`src/rtl/core_sequencer.sv`:
```
// core_sequencer
// Multi-cycle control sequencer for the RV32 core. Steps every instruction
// through FETCH -> DECODE -> EXECUTE -> WRITEBACK, owns the program counter
// and the instruction register, handshakes with a variable-latency
// instruction memory and gates the decode unit's register-file write enable
// so each instruction commits exactly once.
//
// Optional feature macro: SEQ_PERF_CNT_EN
//   defined     : cycle_count / instret_count are live 32-bit counters
//   not defined : both outputs tied to zero, no counter registers
//
// Parameters
//   RESET_PC      PC loaded on reset (bits [1:0] must be zero)
//   IMEM_TIMEOUT  FETCH cycles without imem_ack before FAULT (1..255)
//
// Ports
//   clk            in   core clock, rising edge
//   reset          in   asynchronous active-low reset
//   imem_req       out  instruction fetch request (FETCH only)
//   imem_addr      out  fetch address, always equal to pc
//   imem_ack       in   fetch data valid this cycle
//   imem_rdata     in   fetched instruction
//   instr          out  instruction register
//   ir_valid       out  instr holds a live instruction (DECODE/EXECUTE/WRITEBACK)
//   dec_write_en   in   raw register-file write enable from decode
//   rf_write_en    out  gated write enable, only in WRITEBACK
//   branch_taken   in   branch decision, sampled in EXECUTE
//   branch_target  in   branch target, sampled in EXECUTE
//   pc             out  program counter
//   halt           out  sticky, ECALL retired
//   fault          out  sticky, fetch timeout or misaligned branch target
//   cycle_count    out  live cycles (perf counter)
//   instret_count  out  retired instructions (perf counter)

module core_sequencer #(
  parameter logic [31:0] RESET_PC     = 32'h0000_0000,
  parameter int          IMEM_TIMEOUT = 16
) (
  input  logic        clk,
  input  logic        reset,
  output logic        imem_req,
  output logic [31:0] imem_addr,
  input  logic        imem_ack,
  input  logic [31:0] imem_rdata,
  output logic [31:0] instr,
  output logic        ir_valid,
  input  logic        dec_write_en,
  output logic        rf_write_en,
  input  logic        branch_taken,
  input  logic [31:0] branch_target,
  output logic [31:0] pc,
  output logic        halt,
  output logic        fault,
  output logic [31:0] cycle_count,
  output logic [31:0] instret_count
);

  typedef enum logic [2:0] {
    S_FETCH     = 3'd0,
    S_DECODE    = 3'd1,
    S_EXECUTE   = 3'd2,
    S_WRITEBACK = 3'd3,
    S_HALT      = 3'd4,
    S_FAULT     = 3'd5
  } state_t;

  localparam logic [31:0] ECALL_WORD = 32'h0000_0073;
  // Last wait-counter value before the timeout edge: the edge that would
  // make the counter equal IMEM_TIMEOUT goes to FAULT instead.
  localparam logic [7:0]  WAIT_LAST  = 8'(IMEM_TIMEOUT - 1);

  state_t      r_state;
  state_t      w_next_state;
  logic [31:0] r_pc;
  logic [31:0] r_instr;
  logic [7:0]  r_wait;
  logic        r_br_taken;
  logic [31:0] r_br_target;

  // State-decoded output flags, registered alongside the state so they
  // change on the same edge as the state they describe.
  logic        r_imem_req;
  logic        r_ir_valid;
  logic        r_in_wb;
  logic        r_halt;
  logic        r_fault;

  logic        w_retire;

  // Next-state decision for the sequencer.
  always_comb begin
    w_next_state = r_state;
    case (r_state)
      S_FETCH: begin
        // An ack in the timeout cycle wins over the timeout.
        if (imem_ack) begin
          w_next_state = S_DECODE;
        end else if (r_wait == WAIT_LAST) begin
          w_next_state = S_FAULT;
        end else begin
          w_next_state = S_FETCH;
        end
      end
      S_DECODE: begin
        if (r_instr == ECALL_WORD) begin
          w_next_state = S_HALT;
        end else begin
          w_next_state = S_EXECUTE;
        end
      end
      S_EXECUTE: begin
        if (branch_taken && (branch_target[1:0] != 2'b00)) begin
          w_next_state = S_FAULT;
        end else begin
          w_next_state = S_WRITEBACK;
        end
      end
      S_WRITEBACK: w_next_state = S_FETCH;
      S_HALT:      w_next_state = S_HALT;
      S_FAULT:     w_next_state = S_FAULT;
      default:     w_next_state = S_FAULT;
    endcase
  end

  // Sequencer state, PC, instruction register, fetch wait counter and output flags.
  always_ff @(posedge clk or negedge reset) begin
    if (!reset) begin
      r_state     <= S_FETCH;
      r_pc        <= RESET_PC;
      r_instr     <= 32'h0000_0000;
      r_wait      <= 8'd0;
      r_br_taken  <= 1'b0;
      r_br_target <= 32'h0000_0000;
      r_imem_req  <= 1'b1;
      r_ir_valid  <= 1'b0;
      r_in_wb     <= 1'b0;
      r_halt      <= 1'b0;
      r_fault     <= 1'b0;
    end else begin
      r_state    <= w_next_state;
      r_imem_req <= (w_next_state == S_FETCH);
      r_ir_valid <= (w_next_state == S_DECODE) || (w_next_state == S_EXECUTE) ||
                    (w_next_state == S_WRITEBACK);
      r_in_wb    <= (w_next_state == S_WRITEBACK);
      r_halt     <= (w_next_state == S_HALT);
      r_fault    <= (w_next_state == S_FAULT);
      case (r_state)
        S_FETCH: begin
          if (imem_ack) begin
            r_instr <= imem_rdata;
            r_wait  <= 8'd0;
          end else begin
            r_wait  <= r_wait + 8'd1;
          end
        end
        S_EXECUTE: begin
          r_br_taken  <= branch_taken;
          r_br_target <= branch_target;
        end
        S_WRITEBACK: begin
          // pc + 4 wraps naturally in 32 bits.
          r_pc <= r_br_taken ? r_br_target : (r_pc + 32'd4);
        end
        default: begin
          // DECODE holds everything; HALT/FAULT freeze pc and instr for debug.
        end
      endcase
    end
  end

  // An ECALL retires in DECODE, every other instruction in WRITEBACK.
  assign w_retire = (r_state == S_WRITEBACK) ||
                    ((r_state == S_DECODE) && (r_instr == ECALL_WORD));

`ifdef SEQ_PERF_CNT_EN
  logic [31:0] r_cycle_count;
  logic [31:0] r_instret_count;

  // Performance counters: live cycles and retired instructions, both wrapping.
  always_ff @(posedge clk or negedge reset) begin
    if (!reset) begin
      r_cycle_count   <= 32'h0000_0000;
      r_instret_count <= 32'h0000_0000;
    end else begin
      if ((r_state != S_HALT) && (r_state != S_FAULT)) begin
        r_cycle_count <= r_cycle_count + 32'd1;
      end else begin
        r_cycle_count <= r_cycle_count;
      end
      if (w_retire) begin
        r_instret_count <= r_instret_count + 32'd1;
      end else begin
        r_instret_count <= r_instret_count;
      end
    end
  end

  assign cycle_count   = r_cycle_count;
  assign instret_count = r_instret_count;
`else
  logic w_unused_retire;
  assign w_unused_retire = w_retire;
  assign cycle_count     = 32'h0000_0000;
  assign instret_count   = 32'h0000_0000;
`endif

  assign imem_req    = r_imem_req;
  assign imem_addr   = r_pc;
  assign pc          = r_pc;
  assign instr       = r_instr;
  assign ir_valid    = r_ir_valid;
  // The write enable is gated by a registered WRITEBACK flag, so it drops
  // together with an asynchronous reset.
  assign rf_write_en = r_in_wb & dec_write_en;
  assign halt        = r_halt;
  assign fault       = r_fault;

endmodule

```
`config.mk`:
```
export PLATFORM = sky130hd
export DESIGN_NAME = core_sequencer
export DESIGN_NICKNAME = d
export VERILOG_FILES = /design/src/rtl/core_sequencer.sv
export SDC_FILE = /design/constraint.sdc
export NUM_CORES = 1
export LEC_CHECK = 0
export CORE_MARGIN = 5
export CORE_UTILIZATION = 35
export DETAILED_ROUTE_END_ITERATION = 10
export MAX_ROUTING_LAYER = met4
export PLACE_DENSITY = 0.66
export SLEW_MARGIN = 20
export SYNTH_ARGS = -nofsm -noshare
export SYNTH_HDL_FRONTEND = slang
export SYNTH_SLANG_ARGS = --single-unit
```
`constraint.sdc`:
```
create_clock -name clk -period 2.09 [get_ports clk]
set_input_delay 0.418 -clock clk [delete_from_list [all_inputs] [get_ports clk]]
set_output_delay 0.418 -clock clk [all_outputs]
set_load 0.005 [all_outputs]
```
* After elaboration in Yosys (flattened, before gate mapping) *
Index checks and enable logic that the tools add are counted.

operators by class
  add/sub/neg operators = 2
  equality and inequality tests = 11
  muxes and demuxes = 7
  bitwise logic cells = 1
  reduce and logical (&&, ||, !) cells = 7

operators with widths
  cell                   count
  $add 32x3->32 const B  1
  $eq 32x7->1 const B    1
  $mux 32                1
  $pmux 3 s5             1
  $eq 3x2->1 const B     4
  $mux 3                 4
  $eq 3x3->1 const B     3
  $add 8x1->8 const B    1
  $eq 8x4->1 const B     1
  $mux 8                 1
  $eq 3x1->1 const B     2
  $logic_not 3->1        2
  $logic_or 1x1->1       2
  $reduce_and 2->1       1
  $reduce_bool 2->1      1
  $and 1x1->1            1
  $logic_and 1x1->1      1

word-level totals
  register bits after elaboration = 113
  output and inout bits = 165
  word-level logic and storage cells = 39

* Longest topological paths before layout *
Gate-level depths: netlist of run 1.

  depth after elaboration = 7
  gate-level depth with buffers = 7

* Worst setup path after synthesis of run 1 *
OpenSTA, ideal clock, no wires.

  path kind = reg-to-reg
  start point = register r_pc[2] (netlist: imem_addr[2])
  end point = register r_pc[30] (netlist: imem_addr[30])
  library setup time = 0.126 ns
  arrival = 1.588 ns
  data required time = 1.964 ns
  setup slack = 0.376 ns
  stages on the path, launching flop included = 8
  clock period less this slack = 1.714 ns
  cell sequence = dfrtp_1 -> ha_1 -> nand4_4 -> nor2_4 -> and2_1 -> buf_6 -> a311o_1 -> o311a_1

on the way
  longest elaborated chain between the ends = 2

ends and longest elaborated chain
  element                 RTL line  RTL
  from (decl)             74        logic [31:0] r_pc;
  from (signal assigned)  162       r_pc <= r_br_taken ? r_br_target : (r_pc + 32'd4);
  $add 32x3->32           162
  $mux 32                 162

Every way passes these cells.
A chain may end at the register's enable or synchronous reset.

* Final worst setup path of run 1 *
  start point = register r_pc[2] (netlist: imem_addr[2])
  end point = register r_pc[26] (netlist: imem_addr[26])

The elaborated chain is that of the path after synthesis.

==> run summary, run 1 <==
In this run, post-CTS hold repair placed 0 buffers. Global routing used 16.10% of the available tracks across all layers. For this design the top-level I/O count stands at 234. The run gives 0.8098 as the final estimated routing congestion in global placement. Across all layers, the routed design uses 4,657 vias. Post-CTS timing repair inserted 0 buffers for setup. Summing the areas of all compound-gate instances in the mapped netlist gives 9.967% of the synthesized area. The worst register-to-register path has a setup slack of 120 ps.

The logs give 11.15 ps for the clock skew and 17 for the number of clock buffers inserted by TritonCTS. The shortest clock period the worst path allows after layout was 1966 ps; the power density over cell area was 1365 nW/µm². Summed over all failing endpoints, the final setup total negative slack is 0 ps.

Placeable core region: 17,180 µm². The synthesized design contains 0 enable-type register cells. Counting flops with an async set or reset pin after synthesis yields a share of 100.0%. The number of antenna diodes in the final layout is 0. The final standard cell count with taps included and fillers excluded is 947, and the clock edge transition at the registers on the reported setup and hold paths is 50 ps. Max-cap violations in this run came to 0. Clock root buffer master: clkbuf_16. The tools report the number of hold-slack violations in the final timing report as 0. The total overflow left after global routing is 0. Post-CTS repair changed the size of 0 cells. Relative to the synthesized area, the layout overhead comes to 34.27%. The worst setup path is captured at a register. The adder-cell share of the synthesized area was 0.4119%; the post-detailed-route DRC marker count was 0.

The tools report the number of warnings reported in the yosys synthesis log as 0. For this run, the top clock speed supported by timing is 508.8 MHz. The setup path with the least slack is of type register to register.

The number of sinks on the clock net came out at 113. Of all nets on the critical path, the largest fanout is 8. The run gives 20,090 µm² as the area enclosed by the die boundary. The synthesized area divided by synthesized cell count works out to 10.68 µm².

The detailed-route vias per instance is 4.918, and the initial standard-cell utilization of the core is 35.37%. TritonCTS built the clock tree. The worst setup path is launched from a register.

After synthesis the cells add up to 6076 µm². In this run the deepest clock path goes through 2 buffers. The length of the first detailed-routing pass in iterations came out at 5. The register area share after synthesis is 46.56%, and the initial antenna violation count is 0.

Dividing the final minimum period by the clock period gives 94.04%. The net count of the finished layout is 780. The required time of the worst setup path was 2400 ps.

The number of placement rows is 48, and the synthesis-stage register bit count is 113. The count of buffers added on input and output ports is 169. The die is 141.8 µm tall. The tightest hold path in the finished design has a slack of 73.89 ps. Largest voltage drop on the vdd net: 0.0006727 V. Main flop type after synthesis: dfrtp_1. For the cell count after synthesis, the log shows 569. The tools report the via count of the first global-routing pass as 4,738.

The H-tree generated during clock tree synthesis spans 4 levels. Counting distinct cell types in the post-synthesis netlist gives 58. Cells with a size suffix above 1 make up 17.87% of the layout. The worst hold path belongs to the class input port to asynchronous set/reset pin.

The clock latency of the later-clocked register in the worst-skew pair was 410 ps; the transition time at the pin with the least slew margin was 645.4 ps. For this design the static power due to leakage is 3.379 nW. At the worst endpoint, the arrival time is 2280 ps. The portion of synthesized area spent on multiplexers is 12.89%. The synthesized netlist devotes 14.48% of its cell area to simple gates. The tools report the count of final max-slew check failures as 0. The routed design has 15,740 µm of wire. Setup repair after global routing left no endpoint under its margin. The die outline width was 141.8 µm; the largest net degree at the start of global routing was 114. Setup violations remaining at the end of the flow were counted as 0.

The run finished with clean final reports. The DRC violation total after the first TritonRoute iteration is 229. Once detailed placement completed, the half-perimeter wirelength came to 11,100 µm. The count of nets left with antenna violations after detail routing is 0, and the mean routed wirelength per cell is 16.62 µm. After synthesis, the largest family of logic cells by area is buffers and inverters. The xor/xnor share of the synthesized area came out at 0.4325%. The tools report the wire length of the first global-routing pass as 24,920 µm. For the number of cells in the design after placement, the log shows 915. Measured against its own limit, the worst slew margin works out to 56.97%.
critical path, stage by stage (launching register included):
cell,delay (ps)
dfrtp_1,480
ha_1,310
nand4_4,180
nor2_4,250
and2_1,290
a211oi_1,110
nor3_1,240
logic make-up (layout without fill, tap and decap cells):
group / after synthesis / after routing
other: 1 / 64
AO/OA/AOI/OAI: 98 / 98
XOR/XNOR: 3 / 3
flip-flops: 113 / 113
AND/OR/NAND/NOR: 150 / 150
multiplexers: 70 / 70
buffers and inverters: 132 / 222
adder cells (fa/ha/maj): 2 / 2
final timing paths:
| kind | startpoint | endpoint | depth (start not counted) |
|---|---|---|---|
| hold / removal | reset | r_br_target[15]$_DFFE_PN0P_ | 2 |
| setup reg to reg | imem_addr[2]$_DFFE_PN0N_ | imem_addr[26]$_DFFE_PN0N_ | 6 |
| setup / recovery | imem_addr[2]$_DFFE_PN0N_ | imem_addr[26]$_DFFE_PN0N_ | 6 |
| max in group asynchronous | reset | instr[31]$_DFFE_PN0P_ | 2 |
| min in group clk | r_wait[1]$_DFFE_PN0P_ | r_wait[1]$_DFFE_PN0P_ | 2 |
| hold reg to reg | r_wait[1]$_DFFE_PN0P_ | r_wait[1]$_DFFE_PN0P_ | 2 |
power by group:
| group | switching, W | total [W] | internal, W |
|---|---|---|---|
| sequential | 0.000972 | 0.00415 | 0.00317 |
| clock | 0.00102 | 0.00295 | 0.00193 |
| combinational | 0.00155 | 0.00404 | 0.00249 |
| total | 0.00354 | 0.0111 | 0.00760 |
Yosys cell counts (3+ instances only):
| master | n | share of area [%] |
|---|---|---|
| and2_1 | 7 | 0.72 |
| nand4_1 | 16 | 1.6 |
| nor4_1 | 11 | 1.1 |
| a2bb2oi_1 | 4 | 0.58 |
| buf_1 | 3 | 0.19 |
| a311o_1 | 3 | 0.49 |
| o21a_1 | 3 | 0.37 |
| and3_1 | 7 | 0.72 |
| a31oi_1 | 7 | 0.72 |
| clkbuf_1 | 6 | 0.37 |
| buf_6 | 5 | 0.93 |
| dfrtp_1 | 112 | 46 |
| nor3_2 | 3 | 0.49 |
| nor3_1 | 8 | 0.66 |
| nor2_2 | 3 | 0.31 |
| nand2b_1 | 3 | 0.31 |
| nand3_1 | 19 | 1.6 |
| mux2_2 | 65 | 12 |
| a21oi_1 | 23 | 1.9 |
| buf_4 | 101 | 12 |
| nand2_1 | 23 | 1.4 |
| o21ai_0 | 35 | 2.9 |
| a22oi_1 | 5 | 0.62 |
| mux2i_1 | 4 | 0.66 |
| or3_1 | 5 | 0.51 |
| inv_1 | 8 | 0.49 |
| buf_2 | 9 | 0.74 |
| nor2b_1 | 3 | 0.31 |
| nor2_1 | 26 | 1.6 |
registers in the layout (all words and copies together) (netlist names), 3 cells and up:
signal,count
instr,32
r_state,3
imem_addr,32
r_wait,8
r_br_target,32
layout by cell type (no fill, tap or decap), drive strengths merged, types with 7 or more instances in the layout:
cell,instances
nor3,13
dfrtp,112
clkbuf,19
inv,8
nor4,11
and2,7
mux2,66
a31oi,7
a21oi,23
and3,7
nand4,19
o21ai,35
conb,64
nand2,23
nor2,30
nand3,21
buf,14
clkdlybuf4s50,168
routing by layer:
metal	vias to the layer above	global-route usage [%]	share of wire (%)
met5	-	-	0
met4	0	4.798	1.0
met3	20	6.134	11
met2	240	25.81	48
met1	2236	18.89	40
li1	2161	-	-
area by class of cell:
type	count	area, µm²
well taps	225	281.5
clock buffers	19	452.9
inverters	8	30.03
multi-input cells	387	2566
repair buffers	182	1837
clock inverters	13	161.4
fillers	1553	9019
flip-flops and latches	113	2829
per-stage QoR:
stage	total power, W	worst slack (ps)	utilization, %	cell area (µm²)
finish	0.01114	124.5	47.49	8158
global route	0.01187	8.004	47.49	8158
CTS	0.01126	120.6	47.49	8158
detailed placement	0.008219	80.73	43.92	7543
global placement	0.008096	153.8	43.92	7543
floorplan	0.006137	375.8	-	6312
Power figures use the tool's default switching activity.
==> inputs of run 2 (changes only) <==
--- a/config.mk
+++ b/config.mk
@@ -7,9 +7,11 @@
 export LEC_CHECK = 0
 export CORE_MARGIN = 5
 export CORE_UTILIZATION = 35
+export CTS_BUF_LIST = sky130_fd_sc_hd__clkbuf_2
 export DETAILED_ROUTE_END_ITERATION = 10
 export MAX_ROUTING_LAYER = met4
 export PLACE_DENSITY = 0.66
+export SETUP_SLACK_MARGIN = 0.4
 export SLEW_MARGIN = 20
 export SYNTH_ARGS = -nofsm -noshare
 export SYNTH_HDL_FRONTEND = slang
==> run 2 against run 1 <==
Effect of this change:
- clock power shrank 44%
- critical path depth shrank 3
- global-route usage up 1.2 points
- total power increased by 2.0%
- die area is the same
- clock skew grew 19 ps
- non-clock buffer count is 128 higher
- core utilization grew 4.8 points
==> run summary, run 2 (synthesis gave the netlist of run 1 again) <==
Post-layout worst setup margin: 243.8 ps (+119.3 ps). Setup repair after global routing could not meet its margin everywhere. Traced cell by cell, the critical path runs through buf_6, buf_6, buf_6. The final estimated routing congestion in global placement was 0.8035 (-0.78%); the detailed placement HPWL was 11,320 µm (+2.0%). The critical path arrival was 1430 ps (-850 ps); the shortest clock period the worst path allows after layout was 1846 ps (-119.3 ps). Leaving out fill and tap cells, the most frequent cells in the layout are buf_4 (93), dfrtp_1 (87), buf_6 (84). For the largest net degree at the start of global routing, the log shows 49 (-57%). The run gives 20,090 µm² (unchanged) as the area enclosed by the die boundary. The worst setup path is launched from a register. The number of fillers in the final layout was 1,507 (-3.0%).

The required time of the worst setup path came out at 1670 ps (-730 ps). The most frequent cell on the critical path was buf_6. The die outline width was 141.8 µm (unchanged).

The number of placement rows is 48 (unchanged). The number of placed I/O pins was 234 (unchanged). The leading cell type in the layout, fill and taps excluded is buf_4. The run gives 5,273 (+13%) as the total via count in the routed design. The tools report the layout net count as 908 (+16%).

The number of setup violations in the final report came out at 0 (unchanged). The maximum fanout along the worst path is 2 (-6), and the initial antenna violation count is 0 (unchanged). Placeable core region: 17,180 µm² (unchanged). On the critical path, the stage with the largest delay is an instance of dfrtp_1. The count of maximum capacitance violations was 0 (unchanged).

The met3 usage is 6.303% (+0.17 points), and the count of final max-slew check failures is 0 (unchanged). The combinational share of power is 51.0% (+15 points), and the mean routed wirelength per cell is 16.54 µm (-0.47%). The post-detailed-route DRC marker count is 0 (unchanged), and the total routing usage reported by global routing is 17.32% (+1.2 points). The met2 routing resource usage after global routing was 28.43% (+2.6 points); the setup slack after placement was 96.25 ps (+15.52 ps). Number of sinks on the clock net: 113 (unchanged).

TritonCTS built the clock tree. The maximum cell stage delay along the critical path works out to 420 ps (-60 ps). The clock latency of the later-clocked register in the worst-skew pair is 690 ps (+280 ps), and the post-detailed-routing wire length is 17,790 µm (+13%).

The tools report the clock root buffer master as clkbuf_2. The number of antenna diodes was 0 (unchanged); the final worst-path cycle share was 88.33% (-5.7 points). The fraction of power consumed by the clock network is 14.7% (-12 points), and the largest voltage drop on the vdd net is 0.0008529 V (+27%). The switching fraction of total power is 35.24% (+3.4 points), and the die extent in y is 141.8 µm (unchanged). For the DRC violation total after the first TritonRoute iteration, the log shows 285 (+24%). The met1 routing resource usage after global routing came out at 20.09% (+1.2 points). The detailed-route vias per instance works out to 4.905 (-0.25%). The critical path in this run is classified as register to output port. The tools report the number of clock buffers inserted by TritonCTS as 17 (unchanged). The power density over cell area is 1266 nW/µm² (-7.3%), and the clock skew is 29.88 ps (+18.73 ps). The worst-case clock buffer depth came out at 2 (unchanged). The layout cell share with drive strength beyond 1 is 48.12% (+30 points).

Area growth from synthesis to final layout: 47.71%. The worst setup path is captured at an output port. The tightest min-delay check is of the input port to asynchronous set/reset pin type. The layer flagged by global routing as most heavily used is met2. The tools report the part of the total power dissipated in sequential elements as 34.4% (-2.8 points). The total of buffers placed on input and output ports was 169 (unchanged); the worst-case headroom to the max-slew limit was 63.55% (+6.6 points).

The logs give 4.076 nW (+21%) for the total leakage power and 0 (unchanged) for the count of nets left with antenna violations after detail routing. The via count of the first global-routing pass was 5,175 (+9.2%). The run gives 26,850 µm (+7.8%) as the wire length of the first global-routing pass. The length of the first detailed-routing pass in iterations came out at 5 (unchanged). The cell internal power dissipation was 0.007357 W (-3.2%).

The tools report the number of hold-slack violations in the final timing report as 0 (unchanged). The run gives 0 (unchanged) as the residual overflow from global routing. The initial standard-cell utilization of the core was 35.37% (unchanged); the clock edge transition at the registers on the reported setup and hold paths was 200 ps (+150 ps). The maximum operating frequency is 541.7 MHz (+6.5%). The flow ran to the end, and the final reports show no timing, DRC or antenna violations. For the multi-input gate area in the final layout, the log shows 2780 µm² (+8.3%).

The run gives 0.004003 W (+13%) as the switching power of the nets. The depth of the CTS H-tree is 4 (unchanged), and the total negative slack is 0 ps (unchanged). The flip-flop and latch area is 2860 µm² (+1.1%), and the transition time at the pin with the least slew margin is 546.8 ps (-98.61 ps).
## run 2: worst max-delay path: cells and delay by family (launching register included)
| kind | cells | cell delay, ps |
|---|---|---|
| DFF | 1 | 420 |
| buffers and inverters | 3 | 330 |
## run 2: cell type report
type / count / area share [%]
clock buffers: 17 / 0.9480
inverters: 8 / 0.3346
well taps: 225 / 3.137
repair buffers: 310 / 30.59
clock inverters: 15 / 2.147
flip-flops and latches: 113 / 31.87
multi-input cells: 387 / 30.98
## run 2: through the flow
step           hold slack, ps  instances  power, W  instance area, µm²  util (%)
6_report                234.3       1075   0.01136                8975     52.25
5_1_grt                 188.7       1075   0.01212                8975     52.25
4_1_cts                 180.7       1039   0.01071                8414     48.99
3_5_place_dp            437.4        916  0.008201                7553     43.98
3_3_place_gp            428.7        916  0.008087                7553     43.98
2_1_floorplan           122.4        632  0.006139                6315         -
## run 2: power by group through the flow
stage,sequential (W),combinational [W],clock (W)
after CTS,0.00387,0.00512,0.00172
after detailed placement,0.00420,0.00400,0
after global placement,0.00414,0.00394,0
after floorplan,0.00395,0.00219,0
after global routing,0.00405,0.00625,0.00182
final,0.00391,0.00579,0.00166
## run 2: final timing paths
check | from | endpoint | slack, ps | depth (start not counted)
setup reg to reg | imem_addr[2]$_DFFE_PN0N_ | imem_addr[30]$_DFFE_PN0N_ | 300 | 9
hold reg to reg | r_br_target[0]$_DFFE_PN0P_ | r_br_target[0]$_DFFE_PN0P_ | 530 | 1
setup / recovery | imem_addr[11]$_DFFE_PN0N_ | imem_addr[11] | 240 | 3
hold / removal | reset | imem_addr[1]$_DFFE_PN0P_ | 230 | 2
max in group asynchronous | reset | imem_addr[3]$_DFFE_PN0N_ | 1200 | 3
min in group clk | branch_taken | r_br_taken$_DFFE_PN0P_ | 310 | 3
## run 2: per-layer routing
layer / wire length [µm] / part of all wire [%] / vias up
li1: - / - / 2420
met1: 6890 / 39 / 2550
met2: 8802 / 49 / 278
met3: 1804 / 10 / 25
met4: 287 / 1.6 / 0
met5: 0 / 0 / -
## run 2: repair_timing
action | CTS | global route
setup endpoints to repair | 168 | 176
resized for setup | 509 | 55
cloned | 0 | 1
hold buffers | 1 | 0
setup buffers | 90 | 35
pin swaps | 12 | 31
endpoints found under the hold margin | 37 | 0
